## src/rtl/acq_sequencer.sv

```systemverilog
// -----------------------------------------------------------------------------
// acq_sequencer
//   Runs one acquisition into a circular sample buffer: pre-trigger fill, wait
//   for a trigger, post-trigger fill, then holds the buffer for readers. It can
//   re-arm on its own (continuous mode) or stop after one capture. It drives the
//   sample RAM write strobe/address and reports where the oldest sample of the
//   last completed capture lives.
//
// Ports
//   clk, rst_n            clock, asynchronous active-low reset
//   sample_valid_i        one ADC sample available this cycle
//   arm_i                 start an acquisition (IDLE only)
//   continuous_i          latched at arm; 1 = re-arm after read_done_i
//   pretrig_len_i         requested pre-trigger length, clamped to DEPTH-1
//   trigger_i             qualified trigger event
//   force_trig_i          manual trigger, handled like trigger_i
//   abort_i               return to IDLE, highest priority
//   read_done_i           readers are finished with the buffer (DONE only)
//   wr_en_o, wr_addr_o    sample RAM write port (wr_en_o is combinational)
//   sample_start_addr_o   address of the oldest sample of the last capture
//   capture_valid_o       buffer holds a complete capture
//   triggered_o           one-cycle pulse after a trigger was accepted
//   state_o               IDLE=0 PRETRIG=1 WAIT_TRIG=2 POSTTRIG=3 DONE=4
// -----------------------------------------------------------------------------
module acq_sequencer #(
  parameter int ADDR_W = 15,
  parameter int DEPTH  = 32768
) (
  input  logic              clk,
  input  logic              rst_n,
  input  logic              sample_valid_i,
  input  logic              arm_i,
  input  logic              continuous_i,
  input  logic [ADDR_W-1:0] pretrig_len_i,
  input  logic              trigger_i,
  input  logic              force_trig_i,
  input  logic              abort_i,
  input  logic              read_done_i,
  output logic              wr_en_o,
  output logic [ADDR_W-1:0] wr_addr_o,
  output logic [ADDR_W-1:0] sample_start_addr_o,
  output logic              capture_valid_o,
  output logic              triggered_o,
  output logic [2:0]        state_o
);

  typedef enum logic [2:0] {
    IDLE      = 3'd0,
    PRETRIG   = 3'd1,
    WAIT_TRIG = 3'd2,
    POSTTRIG  = 3'd3,
    DONE      = 3'd4
  } state_t;

  localparam logic [ADDR_W-1:0] LAST    = ADDR_W'(DEPTH - 1);
  localparam logic [ADDR_W-1:0] ONE     = ADDR_W'(1);
  // One extra bit so DEPTH itself is representable when DEPTH == 2**ADDR_W.
  localparam logic [ADDR_W:0]   DEPTH_X = (ADDR_W + 1)'(DEPTH);

  state_t            state, state_next;
  logic [ADDR_W-1:0] p_eff, p_eff_in;
  logic [ADDR_W-1:0] pre_cnt, post_cnt;
  logic              cont;
  logic              accept, load_cfg, enter_done;
  logic [ADDR_W:0]   start_sum, start_wrap;
  logic [ADDR_W-1:0] start_next, addr_next;

  // Pre-trigger length can never use the whole buffer: the trigger sample
  // always needs one slot.
  assign p_eff_in = (pretrig_len_i > LAST) ? LAST : pretrig_len_i;

  // Oldest sample = trigger address minus P_eff, modulo DEPTH.
  assign start_sum  = {1'b0, wr_addr_o} + DEPTH_X - {1'b0, p_eff};
  assign start_wrap = start_sum - DEPTH_X;
  assign start_next = (start_sum >= DEPTH_X) ? start_wrap[ADDR_W-1:0]
                                             : start_sum[ADDR_W-1:0];

  assign addr_next  = (wr_addr_o == LAST) ? '0 : wr_addr_o + ONE;
  assign state_o    = state;
  assign enter_done = (state_next == DONE) && (state != DONE);

  // NOTE: every signal driven here gets a default first, so no path leaves a
  // value unassigned and no latch is inferred.
  always_comb begin
    state_next = state;
    wr_en_o    = 1'b0;
    accept     = 1'b0;
    load_cfg   = 1'b0;
    if (abort_i) begin
      state_next = IDLE;
    end else begin
      unique case (state)
        IDLE: begin
          if (arm_i) begin
            load_cfg   = 1'b1;
            state_next = (p_eff_in != '0) ? PRETRIG : WAIT_TRIG;
          end
        end
        PRETRIG: begin
          wr_en_o = sample_valid_i;
          if (sample_valid_i && (pre_cnt + ONE == p_eff)) state_next = WAIT_TRIG;
        end
        WAIT_TRIG: begin
          wr_en_o = sample_valid_i;
          // A trigger only counts on a cycle that also carries a sample.
          if (sample_valid_i && (trigger_i || force_trig_i)) begin
            accept     = 1'b1;
            state_next = (p_eff == LAST) ? DONE : POSTTRIG;
          end
        end
        POSTTRIG: begin
          wr_en_o = sample_valid_i;
          if (sample_valid_i && (post_cnt == ONE)) state_next = DONE;
        end
        DONE: begin
          if (read_done_i) begin
            if (cont) begin
              load_cfg   = 1'b1;
              state_next = (p_eff_in != '0) ? PRETRIG : WAIT_TRIG;
            end else begin
              state_next = IDLE;
            end
          end
        end
        default: state_next = IDLE;
      endcase
    end
  end

  // NOTE: sequential state uses non-blocking assignments only, so every
  // register samples the pre-edge values regardless of statement order.
  always_ff @(posedge clk or negedge rst_n) begin
    if (!rst_n) begin
      state               <= IDLE;
      wr_addr_o           <= '0;
      sample_start_addr_o <= '0;
      capture_valid_o     <= 1'b0;
      triggered_o         <= 1'b0;
      p_eff               <= '0;
      pre_cnt             <= '0;
      post_cnt            <= '0;
      cont                <= 1'b0;
    end else begin
      state       <= state_next;
      triggered_o <= accept;

      // Write pointer free-runs across acquisitions; re-arming never rewinds it.
      if (wr_en_o) wr_addr_o <= addr_next;

      if (load_cfg) begin
        p_eff   <= p_eff_in;
        pre_cnt <= '0;
        if (state == IDLE) cont <= continuous_i;
      end else if (state == PRETRIG && wr_en_o) begin
        pre_cnt <= pre_cnt + ONE;
      end

      if (accept) begin
        sample_start_addr_o <= start_next;
        post_cnt            <= LAST - p_eff;
      end else if (state == POSTTRIG && wr_en_o) begin
        post_cnt <= post_cnt - ONE;
      end

      // Completing a capture outranks the write that completes it; any other
      // write means a new acquisition is overwriting the old one.
      if (abort_i)                          capture_valid_o <= 1'b0;
      else if (enter_done)                  capture_valid_o <= 1'b1;
      else if (wr_en_o)                     capture_valid_o <= 1'b0;
      else if (state == DONE && read_done_i) capture_valid_o <= 1'b0;
    end
  end

endmodule

```

## config.mk

```make
export PLATFORM = sky130hd
export DESIGN_NAME = acq_sequencer
export DESIGN_NICKNAME = d
export VERILOG_FILES = /design/src/rtl/acq_sequencer.sv
export SDC_FILE = /design/constraint.sdc
export NUM_CORES = 1
export LEC_CHECK = 0
export CORE_UTILIZATION = 57
export DETAILED_ROUTE_END_ITERATION = 6
export GPL_TIMING_DRIVEN = 0
export PLACE_DENSITY = 0.86
export RECOVER_POWER = 100
export REMOVE_ABC_BUFFERS = 1
export SYNTH_ARGS = -nofsm -noshare
export SYNTH_HDL_FRONTEND = slang
export SYNTH_SLANG_ARGS = --single-unit
```

## constraint.sdc

```tcl
create_clock -name clk -period 2.5 [get_ports clk]
set_clock_uncertainty 0.15 [all_clocks]
set_input_delay 0.5 -clock clk [delete_from_list [all_inputs] [get_ports clk]]
set_output_delay 0.5 -clock clk [all_outputs]
set_load 0.01 [all_outputs]
```

==> Word level (Yosys, flattened, before mapping) <==
Cells that the tools add are included.
{ "classes": {"n_addsub": 7, "magnitude_cmp": 2, "n_eq_ne": 10, "mux": 31, "n_reduce_logical": 15} }
{ "ops": {"columns": ["cell", "count"], "rows": [
  ["$mux 15", 7],
  ["$add 15x1->15 const B", 2],
  ["$eq 15x15->1 const B", 2],
  ["$sub 15x1->15 const B", 2],
  ["$mux 3", 7],
  ["$add 15x16->16 const B", 1],
  ["$ge 16x16->1 const B", 1],
  ["$sub 16x15->16", 1],
  ["$eq 15x1->1 const B", 1],
  ["$eq 15x15->1", 1],
  ["$gt 15x15->1 const B", 1],
  ["$pmux 3 s5", 1],
  ["$reduce_bool 15->1", 1],
  ["$sub 15x15->15 const A", 1],
  ["$mux 1", 13],
  ["$logic_and 1x1->1", 7],
  ["$eq 3x2->1 const B", 2],
  ["$eq 3x3->1 const B", 2],
  ["$mux 2", 2],
  ["$reduce_bool 2->1", 2],
  ["$reduce_bool 4->1", 1],
  ["$eq 3x1->1 const B", 1],
  ["$logic_not 3->1", 1],
  ["$ne 3x3->1 const B", 1],
  ["4 further kinds", 4]
]} }
{ "totals": {"regBits": 81, "input_bits": 24, "out_inout_bits": 36, "wordCells": 74} }

==> Logic depth before layout (Yosys ltp) <==
Gate-level depths: netlist of run 1.
{ "logic_depth": {"ltp_word": 12, "ltp_mapped": 9, "mapped_depth_nobuf": 9} }

==> Worst setup path before layout of run 1 <==
OpenSTA, ideal clock, no wires.
{ "synth_path": {"path_type": "flip-flop to flip-flop", "startpoint": "register wr_addr_o[2]", "endpoint": "register sample_start_addr_o[8]", "setup_ns": 0.095, "arrival_ns": 1.972, "t_required_ns": 2.255, "path_slack_ns": 0.283, "stages_incl_launch_ff": 8, "n_path_buf": 0, "cell_sequence": "dfrtp_1 -> ha_1 -> nor2b_1 -> o31a_1 -> o31a_1 -> o21a_1 -> o21a_1 -> o31ai_1"} }
{ "synth_between": {"elab_chain_len": 4} }
{ "synth_lines": {"columns": ["item", "line_no", "source"], "rows": [
  ["from (decl)", "40", "output logic [ADDR_W-1:0] wr_addr_o,"],
  ["from (signal assigned)", "148", "if (wr_en_o) wr_addr_o <= addr_next;"],
  ["$add 15x16->16 *", "73", "assign start_sum = {1'b0, wr_addr_o} + DEPTH_X - {1'b0, p_eff};"],
  ["$sub 16x15->16 *", "73", null],
  ["$sub 15x1->15 / $ge 16x16->1 (equally long branches)", "74, 75", null],
  ["$mux 15 *", "75", "assign start_next = (start_sum >= DEPTH_X) ? start_wrap[ADDR_W-1:0]"],
  ["to (signal assigned)", "159", "sample_start_addr_o <= start_next;"],
  ["to (decl)", "41", "output logic [ADDR_W-1:0] sample_start_addr_o,"]
]} }
Every way passes the cells marked *; elsewhere a longest branch is shown, timed or not.
A chain may end at the register's enable or synchronous reset.

==> Worst setup path in the final report of run 1 <==
{ "layout_path": {"startpoint": "register p_eff[7]", "endpoint": "register sample_start_addr_o[13]"} }
{ "layout_between": {"elab_chain_len": 3} }
{ "layout_lines": {"columns": ["item", "line_no", "source"], "rows": [
  ["from (decl)", "61", "logic [ADDR_W-1:0] p_eff, p_eff_in;"],
  ["from (signal assigned)", "151", "p_eff <= p_eff_in;"],
  ["$sub 16x15->16 *", "73", null],
  ["$sub 15x1->15 / $ge 16x16->1 (equally long branches)", "74, 75", null],
  ["$mux 15 *", "75", null]
]} }
Marked as above.

==> results of run 1 <==
[per-stage QoR]
stage	cells	power (mW)	utilization	instance area [sq um]	hold WS, ps
final	718	3.64	0.721	6040	342
after global routing	718	3.81	0.721	6040	373
after CTS	715	3.57	0.716	6000	345
after detailed placement	691	2.49	0.679	5690	225
after global placement	685	2.43	0.668	5600	315
after floorplan	521	2.15	-	4880	54.4
[cell usage in the layout (no fill, tap or decap), drive strengths merged, types with 5 or more instances in the layout]
cell	synthesis	routed
o21ai	57	57
clkdlybuf4s50	0	21
nor2b	8	8
a21o	10	10
buf	10	14
or3	6	6
ha	18	18
and2	6	6
a31oi	5	5
clkbuf	15	16
nor3	13	13
nand2b	6	6
nor2	32	32
dfrtp	81	81
xnor2	30	30
nand3	18	18
nand2	66	66
xor2	19	19
nand4	16	16
o31ai	10	10
o21a	12	12
a21oi	17	17
nor4	10	10
inv	22	22
dlygate4sd3	0	35
[per-layer routing]
layer / up-vias / wire length, microns / track usage
met3: 27 / 817 / 0.0474
li1: 2100 / - / -
met2: 185 / 6530 / 0.525
met1: 2174 / 5290 / 0.365
met4: 0 / 261 / 0.109
met5: - / 0 / 0
[cell families (layout without fill, tap and decap cells)]
| kind of cell | count (synthesis) | in the layout | share of synthesized area |
|---|---|---|---|
| xor+xnor | 49 | 49 | 0.0855 |
| buf+inv | 47 | 114 | 0.0441 |
| mux | 4 | 4 | 0.00873 |
| simple gates | 202 | 202 | 0.220 |
| fa+ha+maj | 19 | 19 | 0.0489 |
| flops | 81 | 81 | 0.404 |
| compound gates | 144 | 144 | 0.188 |
[worst max-delay path by stage]
stage / startpoint / to / slack (ps) / depth (start not counted)
after global routing: p_eff[7]$_DFFE_PN0P_ / sample_start_addr_o[13]$_DFFE_PN0P_ / 3 / 8
final: p_eff[7]$_DFFE_PN0P_ / sample_start_addr_o[13]$_DFFE_PN0P_ / 100 / 8
after CTS: wr_addr_o[0]$_DFFE_PN0P_ / sample_start_addr_o[12]$_DFFE_PN0P_ / 3 / 9
after detailed placement: abort_i / wr_en_o / -660 / 5
after floorplan: state_o[2]$_DFF_PN0_ / pre_cnt[5]$_DFFE_PN0P_ / -1440 / 6
after global placement: abort_i / pre_cnt[7]$_DFFE_PN0P_ / -3280 / 5
[power groups by stage]
stage | sequential [mW] | combinational (mW) | clock, mW
6_report | 1.56 | 0.998 | 1.08
3_3_place_gp | 1.58 | 0.852 | 0
2_1_floorplan | 1.54 | 0.603 | 0
5_1_grt | 1.57 | 1.09 | 1.14
4_1_cts | 1.56 | 0.926 | 1.09
3_5_place_dp | 1.59 | 0.901 | 0
[tightest hold or removal path: cells and delay by family, from the launching register on]
family             cells  cell delay (ps)
DFF                    1              350
AOI/OAI and AO/OA      1               60
and+or+nand+nor        1               50
[cell type report]
cell class              instances  share of cell area
well taps                     105              0.0218
repair buffers                 76               0.122
flip-flops and latches         81               0.337
clock inverters                 4              0.0126
clock buffers                  12              0.0240
multi-input cells             418               0.468
inverters                      22              0.0137
[timing repair]
action	in CTS	in global routing
endpoints found under the hold margin	14	0
setup endpoints to repair	27	11
pin swaps	1	4
hold buffers	1	0
resized for setup	14	16
buffers inserted	7	3
[flip-flops by register name, summed over array words and instances (netlist names)]
signal	count
p_eff	15
capture_valid_o	1
post_cnt	15
cont	1
triggered_o	1
pre_cnt	15
wr_addr_o	15
state_o	3
sample_start_addr_o	15
==> results_dict.tcl, run 1 <==
set metrics [dict create \
    ys_seq_elements 81 \
    synth-warning-count 0 \
    fin_nets 651 \
    max-slew-margin-rel 0.377 \
    area_growth_pct 20.4 \
    setup_viol 0 \
    synth.distinct_cells 69 \
    finalWorstSetupSlack_ps 95.1 \
    ys.flop_type "dfrtp_1" \
    rsz0062_at_grt "no" \
    synthCells 546 \
    grt-ovfl-total 0 \
    cts_max_path_buffers 2 \
    regArea_sq_um 2040 \
    synth_most_common_cell "dfrtp_1" \
    ant_nets 0 \
    cp_cell_sequence "inv_2 > ha_1 > a21o_1 > a21o_1 > or4_1 > o22ai_1 > xor2_1 > o21ai_1" \
    end_kind "flop" \
    hold_depth 2 \
    r2r_end "sample_start_addr_o[13]$_DFFE_PN0P_" \
    drc 0 \
    drive_above_1_share 0.114 \
    cp_max_fo 5 \
    cts_sinks 81 \
    grt_pass1_wl_microns 20500 \
    p_leak_nw 2.76 \
    root_buffer "clkbuf_8" \
    outcome "finished, final reports clean" \
    synth_top_cell_by_area "dfrtp_1" \
    rows 33 \
    synth_top_area_frac 0.404 \
    clock_latency_ps 360 \
    achievable-frequency_mhz 416 \
    crit_arrival_ps 2500 \
    finalCriticalPeriod_ps 2400 \
    grt_pass1_vias 4385 \
    worst_hold_startpoint "sample_start_addr_o[13]$_DFFE_PN0P_" \
    synth_area_sq_um 5020 \
    clkSlewWorstSetupHoldPaths_ps 80 \
    htreeDepth 3 \
    reg2reg_from "p_eff[7]$_DFFE_PN0P_" \
    synth_edf_count 0 \
    dp_slack_ps -656 \
    portBuffers 59 \
    multi_input_area_sq_um 2830 \
    r2r_cells 8 \
    avgViaCountPerCell 6.25 \
    dp_hpwl_microns 9360 \
    p_sw_mw 1.17 \
    die_height_microns 95.8 \
    intPower_mw 2.47 \
    path_class "reg -> reg" \
    nFillCells 613 \
    tightest_slew_ps 935 \
    start_util 0.599 \
    pwr-share-seq 0.428 \
    power_density_nw_per_um2 603 \
    drv_slew 0 \
    slowest_stage "dfrtp_1" \
    synth_area_leaders "dfrtp_1 40%, xnor2_1 5.2%, nand2_1 4.9%, ha_1 4.5%, o21ai_0 4.4%" \
    r2r_slack_ps 100 \
    critPathTopFamily "compound AO/OA/AOI/OAI gates" \
    core-area_sq_um 8380 \
    synth_common_cells "81 x dfrtp_1, 66 x nand2_1, 44 x o21ai_0, 31 x nor2_1, 30 x xnor2_1" \
    path_buf_inv 1 \
    firstDrtPassIters 5 \
    io_pins 60 \
    crit_path_max_incr_delay_ps 420 \
    p_comb_frac 0.274 \
    fin_tns_setup_ps 0 \
    die_w_microns 95.8 \
    switching_share 0.323 \
    numCtsBuffers 9 \
    min_period_over_period 0.962 \
    gp_congestion 0.920 \
    async_flop_share 1.00 \
    drtIter0Drc 382 \
    min_to "sample_start_addr_o[13]$_DFFE_PN0P_" \
    hold_class "reg -> reg" \
    required_ps 2600 \
    clock_power_share 0.298 \
    antenna_found_initial 0 \
    num_vias 4486 \
    seq_area_frac_synth 0.404 \
    startpoint_type "flop" \
    cts_tree "done" \
    die_area_sq_um 9180 \
    syn_avg_cell_area_sq_um 9.19 \
    wl_per_cell_microns 18.0 \
    finalHoldViolations 0 \
    grt_max_degree 68 \
    cap_violations 0 \
    drt_wl_total_microns 12900 \
    cpMostUsedCell "a21o_1" \
    diodes 0 \
    grtUsageTotal 0.297 \
    ir_worst_vdd_uv 593 \
]
(Power assumes the default switching activity.)
==> inputs of run 2 (changes only) <==
- CTS_BUF_LIST: default -> sky130_fd_sc_hd__clkbuf_16
==> results_dict.tcl, run 2 (synthesized netlist as in run 1, its figures left out) <==
set metrics [dict create \
    die_w_microns 95.8 \
    fin_util 0.730 \
    grt_pass1_wl_microns 20600 \
    start_util 0.599 \
    setup_viol 0 \
    min_period_over_period 0.969 \
    die_height_microns 95.8 \
    gp_congestion 0.920 \
    area_growth_pct 21.9 \
    required_ps 1850 \
    firstDrtPassIters 5 \
    holdWs_ps 333 \
    final_cell_mix "75 x dfrtp_1, 66 x nand2_1, 49 x o21ai_0" \
    avgViaCountPerCell 6.27 \
    max-slew-margin-rel 0.381 \
    grt-ovfl-total 0 \
    rows 33 \
    portBuffers 59 \
    wl_per_cell_microns 18.0 \
    die_area_sq_um 9180 \
    crit_arrival_ps 1770 \
    dp_cells 691 \
    final_cells 715 \
    power_density_nw_per_um2 647 \
    layout_commonest_cell "dfrtp_1" \
    io_pins 60 \
    crit_start "state_o[1]$_DFF_PN0_" \
    cp_max_fo 7 \
    rsz0062_at_grt "no" \
    worst_hold_startpoint "sample_start_addr_o[9]$_DFFE_PN0P_" \
    nFillCells 600 \
    achievable-frequency_mhz 413 \
    cts_sinks 81 \
    tightest_slew_ps 928 \
    clock_latency_ps 340 \
    cts_tree "done" \
    num_vias 4483 \
    grtUsageTotal 0.298 \
    drtIter0Drc 348 \
    dp_hpwl_microns 9360 \
    drc 0 \
    fin_nets 648 \
    grt_pass1_vias 4369 \
    grt_max_degree 68 \
    diodes 0 \
    path_class "reg -> out" \
    numCtsBuffers 9 \
    ir_worst_vdd_uv 522 \
    end_kind "output pin" \
    outcome "finished, final reports clean" \
    p_total_mw 3.96 \
    ant_nets 0 \
    finalHoldViolations 0 \
    root_buffer "clkbuf_16" \
    hold_class "reg -> reg" \
    p_leak_nw 2.79 \
    core-area_sq_um 8380 \
    cap_violations 0 \
    reg2reg_from "p_eff[7]$_DFFE_PN0P_" \
    drive_above_1_share 0.105 \
    clkSlewWorstSetupHoldPaths_ps 60 \
    htreeDepth 3 \
    cts_max_path_buffers 2 \
    startpoint_type "flop" \
    finalCriticalPeriod_ps 2420 \
    drv_slew 0 \
    antenna_found_initial 0 \
    drt_wl_total_microns 12900 \
]
-- run 2: cell types whose count changed in the layout (fill, tap and decap cells not counted), sizes merged --
cell	delta
buf	-3
clkbuf	-4
clkdlybuf4s15	+1
clkdlybuf4s50	+1
clkinv	+1
dlygate4sd3	-1
inv	+2
-- run 2: critical path: stages, from the launching register on --
cell and delay (ps):
dfrtp_1 450, nor2_1 130, or3_4 450, inv_2 130, dlygate4sd2_1 280
-- run 2: worst paths after layout --
check / endpoint / slack [ps] / depth (start not counted)
min in group asynchronous: pre_cnt[11]$_DFFE_PN0P_ / 660 / 2
max in group asynchronous: p_eff[0]$_DFFE_PN0P_ / 690 / 3
min reg2reg: sample_start_addr_o[9]$_DFFE_PN0P_ / 330 / 2
max: wr_en_o / 80 / 4
max reg2reg: sample_start_addr_o[13]$_DFFE_PN0P_ / 110 / 8
min: sample_start_addr_o[9]$_DFFE_PN0P_ / 330 / 2
-- run 2: repair_timing --
action | in CTS | in global routing
hold endpoints to repair | 14 | 0
hold buffers | 1 | 0
setup endpoints to repair | 30 | 11
setup buffers | 4 | 3
resized for setup | 14 | 17
pin swaps | 1 | 3
-- run 2: final cells by class --
type                            count  area, sq um  share of cell area
Tap cell                          105          131              0.0215
Multi-Input combinational cell    418         2840               0.464
Clock buffer                        9          225              0.0368
Sequential cell                    81         2030               0.333
Clock inverter                      7         87.6              0.0143
Timing Repair Buffer               73          721               0.118
Inverter                           22         82.6              0.0135
-- run 2: metrics by stage --
stage / TNS, ps / setup WS [ps] / cell area (sq um)
6_report: 0 / 76.6 / 6120
3_3_place_gp: -294440 / -3280 / 5600
2_1_floorplan: -44050 / -1440 / 4880
4_1_cts: 0 / 8.73 / 6070
3_5_place_dp: -16810 / -656 / 5690
5_1_grt: 0 / 4.67 / 6120
-- run 2: layer usage --
layer	global-route usage	wire length, microns	vias up
li1	-	-	2096
met1	0.364	5380	2198
met2	0.519	6520	161
met3	0.0545	705	28
met4	0.122	295	0
met5	0	0	-
-- run 2: power by group --
group	total [mW]	internal, mW	leakage (nW)	switching [mW]
combinational	0.995	0.474	1.55	0.521
sequential	1.56	1.41	1.09	0.156
clock	1.40	0.866	0.156	0.533
total	3.96	2.75	2.79	1.21
